==> src/rtl/fsmd_divider.sv <==
// Multi-cycle restoring divider: 8-bit dividend / 4-bit divisor, one quotient bit per cycle.
// A start/done handshake lets a controlling FSM sequence it behind the multiply datapath.
module fsmd_divider (
    input  logic       clock,
    input  logic       reset,
    input  logic       start,
    input  logic [7:0] dividend,
    input  logic [3:0] divisor,
    output logic [7:0] quotient,
    output logic [3:0] remainder,
    output logic       busy,
    output logic       done,
    output logic       div_by_zero,
    output logic [2:0] PS
);

    typedef enum logic [2:0] {
        S_IDLE = 3'd0,
        S_DIV  = 3'd1,
        S_DONE = 3'd2
    } state_t;

    state_t     state_reg;
    logic [4:0] p_reg;
    logic [7:0] dsr_reg;
    logic [7:0] qsr_reg;
    logic [3:0] dvs_reg;
    logic [2:0] count_reg;

    logic [4:0] trial_next;
    logic       fits_next;
    logic [4:0] p_next;
    logic [7:0] q_next;

    // The partial remainder always stays below the divisor after an iteration,
    // so its top bit and the quotient MSB shifted out are never consumed.
    logic [1:0] unused_bits;
    assign unused_bits = {p_reg[4], qsr_reg[7]};

    always_comb begin
        trial_next = {p_reg[3:0], dsr_reg[7]};
        fits_next  = (trial_next >= {1'b0, dvs_reg});
        p_next     = fits_next ? (trial_next - {1'b0, dvs_reg}) : trial_next;
        q_next     = {qsr_reg[6:0], fits_next};
    end

    assign PS = state_reg;

    always_ff @(posedge clock or posedge reset) begin
        if (reset) begin
            state_reg   <= S_IDLE;
            p_reg       <= 5'd0;
            dsr_reg     <= 8'd0;
            qsr_reg     <= 8'd0;
            dvs_reg     <= 4'd0;
            count_reg   <= 3'd0;
            quotient    <= 8'd0;
            remainder   <= 4'd0;
            busy        <= 1'b0;
            done        <= 1'b0;
            div_by_zero <= 1'b0;
        end else begin
            case (state_reg)
                S_IDLE: begin
                    done <= 1'b0;
                    if (start) begin
                        dvs_reg   <= divisor;
                        dsr_reg   <= dividend;
                        p_reg     <= 5'd0;
                        qsr_reg   <= 8'd0;
                        count_reg <= 3'd0;
                        busy      <= 1'b1;
                        if (divisor == 4'd0) begin
                            // Saturated quotient flags the fault without a DIV pass.
                            quotient    <= 8'hFF;
                            remainder   <= 4'd0;
                            div_by_zero <= 1'b1;
                            done        <= 1'b1;
                            state_reg   <= S_DONE;
                        end else begin
                            state_reg <= S_DIV;
                        end
                    end else begin
                        busy <= 1'b0;
                    end
                end
                S_DIV: begin
                    p_reg     <= p_next;
                    qsr_reg   <= q_next;
                    dsr_reg   <= {dsr_reg[6:0], 1'b0};
                    count_reg <= count_reg + 3'd1;
                    if (count_reg == 3'd7) begin
                        quotient    <= q_next;
                        remainder   <= p_next[3:0];
                        div_by_zero <= 1'b0;
                        done        <= 1'b1;
                        state_reg   <= S_DONE;
                    end
                end
                S_DONE: begin
                    done      <= 1'b0;
                    busy      <= 1'b0;
                    state_reg <= S_IDLE;
                end
                default: begin
                    done      <= 1'b0;
                    busy      <= 1'b0;
                    state_reg <= S_IDLE;
                end
            endcase
        end
    end

endmodule

==> config.mk <==
export PLATFORM = sky130hd
export DESIGN_NAME = fsmd_divider
export DESIGN_NICKNAME = d
export VERILOG_FILES = /design/src/rtl/fsmd_divider.sv
export SDC_FILE = /design/constraint.sdc
export NUM_CORES = 1
export LEC_CHECK = 0
export CAP_MARGIN = 20
export CORE_ASPECT_RATIO = 1.5
export CORE_MARGIN = 2
export CORE_UTILIZATION = 45
export CTS_CLUSTER_SIZE = 10
export DETAILED_ROUTE_END_ITERATION = 10
export GPL_ROUTABILITY_DRIVEN = 0
export GPL_TIMING_DRIVEN = 0
export PLACE_DENSITY = 0.68
export SYNTH_ARGS = -nofsm -noshare
export SYNTH_HDL_FRONTEND = slang
export SYNTH_SLANG_ARGS = --single-unit
==> constraint.sdc <==
create_clock -name clock -period 1.99 [get_ports clock]
set_input_delay 0.2985 -clock clock [delete_from_list [all_inputs] [get_ports clock]]
set_output_delay 0.2985 -clock clock [all_outputs]
set_load 0.1 [all_outputs]
# Word level (Yosys, flattened, before mapping)
# Cells that the tools add are included.
# Widths: inputs -> output; s select.
# totals
register_bits	44
# op_classes
order_cmp	1
add_sub_neg	2
n_eq_ne	5
reduce_logical	7
muxes	31
# op_table
cell	n
$mux 8	4
$pmux 8 s2	2
$mux 4	5
$pmux 4 s2	2
$pmux 7 s2	1
$pmux 3 s2	2
$mux 3	3
$mux 1	7
$mux 7	1
$ne 2x2->1 const B	3
$pmux 1 s2	3
$reduce_and 2->1	3
$ge 5x4->1	1
$logic_not 4->1	1
$reduce_and 4->1	1
$sub 4x4->4	1
$add 3x1->3 const B	1
$eq 3x1->1 const B	1
$eq 3x3->1 const B	1
$logic_not 3->1	1
$mux 2	1
$reduce_bool 2->1	1

# Depth between registers and ports, before layout
# logic_depth
word_depth	4
ltp_mapped	7
ltp_nobuf	7

# Least setup slack after synthesis
# OpenSTA, ideal clock, no wires.
# synth_path
path_kind	reg2reg
start	register state_reg[0], in the netlist PS[0]
end	register done
path_buffers	2
arrival_ns	1.848
path_slack_ns	0.074
stages_incl_launch_ff	6
t_required_ns	1.922
setup_ns	0.068
cell_sequence	dfrtp_1 -> nor2b_1 -> buf_2 -> buf_2 -> o21ai_1 -> nand2_1
# synth_via
elab_chain_cells	2
elab_cells_between_ends	4
cone_classes	eq/ne: 2; mux: 1; reduce/logical: 1
# synth_rtl
item	line	rtl
start: declaration	23	state_t state_reg;
start signal: assignment	51	state_reg <= S_IDLE;
start signal: assignment	79	state_reg <= S_DONE;
start signal: assignment	81	state_reg <= S_DIV;
$eq 3x1->1 / $logic_not 3->1 (equally long branches)	63	case (state_reg)
$pmux 1 s2 / $ne 2x2->1 (equally long branches)	-	
end signal: assignment	60	done <= 1'b0;
end signal: assignment	65	done <= 1'b0;
end signal: assignment	78	done <= 1'b1;
end: declaration	12	output logic done,
# Several ways; a longest one is shown, not always the timed one.
# A chain may end at the register's enable or synchronous reset.

# Final worst setup path
# layout_path
start	register state_reg[0], in the netlist PS[0]
end	output port PS[0]
# layout_lines
item	line	rtl
end: declaration	14	output logic [2:0] PS
# No word-level cell between the ends.

==> summary.txt <==
Status
  • Status: finished clean

STA
  • Skew final: 4.740 ps
  • Fin. Hold Viols: 0
  • Setup WS post-layout: 65.47 ps
  • Slew HR: 0.3552
  • Actual slew at the worst max-slew pin: 971.1 ps
  • Final setup viols: 0
  • Peak Freq: 0.5196 GHz
  • Period utilization: 0.9671
  • Min Tclk post-route: 1925 ps
  • Final max-slew violation count: 0

Final layout
  • # diodes: 0
  • Share of cells above drive strength 1: 0.1106
  • Fin area: 0.002394 sq mm
  • Final #Nets: 229
  • Most common cell after layout, fill and taps aside: dfrtp_1
  • Fillers: 382
  • Commonest cells after routing, fill and taps aside: 43 x dfrtp_1, 21 x nand2_1, 16 x dlygate4sd2_1
  • Final Core Density: 0.5687
  • Area grow syn2layout: 22.86%

Drt
  • Pre-Repair DR Iteration Count: 4
  • Final wirelength: 4247 um
  • Initial DRC count: 45
  • DR vias/cell: 5.642
  • Antenna-violating nets left: 0
  • Residual DRC count: 0
  • Via count: 1433
  • Detail-routed net length per standard cell: 16.72 um

CTS
  • H-tree depth: 2
  • Clock transition at path regs: 80 ps
  • CTS tree: yes
  • Number of hold buffers added after cts: 0
  • # clock sinks: 43
  • Worst-skew pair later-pin latency: 290 ps
  • CTS Buffer Depth: 2
  • Root buf cell: clkbuf_8
  • Total CTS buffers: 5

Die
  • Die W: 57.72 um
  • # rows: 29
  • I/O pin cnt: 33
  • Core area: 0.004209 sq mm
  • Die height: 84.59 um
  • Initial Util: 0.4628
  • Die area: 0.004882 sq mm

Synth
  • Top FF cell, synth: dfrtp_1
  • Post-synth EDFFs: 0
  • Syn Nets: 190
  • Syn_area_per_cell: 11.60 sq um
  • Top cells by area, synth: dfrtp_1 55%, a22o_1 4.5%, mux2i_1 4.1%
  • Syn Inst Count: 168
  • Seq cells post-synth: 43
  • Post-synth ARST share: 1.000
  • Share of the synthesized area in the top cell type: 0.5523
  • Synth area leader: dfrtp_1
  • Distinct cells, synth: 41
  • Sequential element share of the synthesized area: 0.5523
  • Synthesized cell area: 0.001948 sq mm
  • Syn. warnings: 0

Worst setup path
  • Critical path capture point type: output pin
  • Buf/Inv on CP: 1
  • Worst Path Required: 1690 ps
  • Worst path max stage delay: 880 ps
  • Crit path DAT: 1630 ps
  • Critical Path Source Type: flip-flop
  • Delay-heaviest family, CP: buffers and inverters
  • Worst Path Max Fanout: 7
  • Worst path slowest cell: dlygate4sd2_1
  • Crit path kind: reg2out
  • Cell Chain, Critical Path: dlygate4sd2_1

GRT
  • First-pass GRT wire length: 7231 um
  • Grt ovf: 0
  • Initial antenna violation count: 0
  • Tot GR Track Use: 0.1925
  • Vias in the first global route: 1550
  • Largest net degree at the start of global routing: 44

Place
  • Placed cell areas: 0.002316 sq mm
  • HPWL after DPL: 3095 um
  • Post-Place Worst Slack: 6.550 ps
  • Port Buffers: 31

Run
  • Max_cap viols: 0

Min path
  • HP Class: reg2reg
==> routing by layer <==
layer | up-vias | share of wire | global-route usage
li1 | 670 | - | -
met1 | 724 | 0.42 | 0.2266
met2 | 29 | 0.53 | 0.3295
met3 | 10 | 0.030 | 0.04006
met4 | 0 | 0.025 | 0.08668
met5 | - | 0 | 0
==> logic make-up after synthesis <==
logic type                 after synthesis  synth area share
DFF                                     43            0.5523
and+or+nand+nor                         36           0.08864
xor gates and xnor gates                 2          0.008993
other                                    1          0.001925
muxes                                   11           0.06230
AOI/OAI and AO/OA                       50            0.1959
buffers and inverters                   18           0.04111
adders and majority gates                7           0.04881
==> synth_stat cells, types with 2 or more instances <==
| library cell | instances |
|---|---|
| dfrtp_1 | 43 |
| nand2_1 | 21 |
| o21ai_1 | 13 |
| a22o_1 | 10 |
| inv_1 | 10 |
| mux2i_1 | 8 |
| o22a_1 | 8 |
| ha_1 | 6 |
| buf_2 | 4 |
| nor2_1 | 4 |
| o21ai_0 | 3 |
| o2bb2ai_1 | 3 |
| a21oi_1 | 2 |
| buf_4 | 2 |
| clkbuf_1 | 2 |
| mux2_4 | 2 |
| nor3_1 | 2 |
| o22ai_1 | 2 |
==> final timing paths <==
kind                             from           end  slack [ps]  depth (start not counted)
max                             PS[0]         PS[0]          70                          1
min                        dsr_reg[2]    dsr_reg[2]         490                          2
max reg2reg                  p_reg[1]  remainder[1]          90                          6
min reg2reg                dsr_reg[2]    dsr_reg[2]         490                          2
max in group asynchronous       reset    dvs_reg[3]         940                          2
min in group asynchronous       reset    dsr_reg[6]         510                          2
==> metrics by stage <==
step	TNS, ps	hold WS [ps]	std cells
final	0	486.9	254
after CTS	0	491.2	253
after detailed placement	0	472.4	245
after global routing	-35.74	511.5	254
after global placement	-4465	463.5	245
after floorplan	0	415.3	168
==> area by class of cell <==
| cell class | instances | area [sq um] | area share |
|---|---|---|---|
| sequential | 43 | 1076 | 0.4496 |
| multi-input combinational | 107 | 800.8 | 0.3346 |
| timing repair buffer | 32 | 297.8 | 0.1244 |
| clock buffer | 7 | 76.32 | 0.03189 |
| tap | 46 | 57.56 | 0.02405 |
| buffer | 8 | 42.54 | 0.01777 |
| inverter | 10 | 37.54 | 0.01568 |
| clock inverter | 1 | 5.005 | 0.002091 |
==> repair_timing <==
item                       4_1_cts  5_1_grt
buffers inserted                 0        1
setup endpoints to repair       17        2
resized for setup               17        2
Power is left out: the tool's default activity adds up to more than one toggle a clock period on the data nets, which glitch-free logic cannot reach.
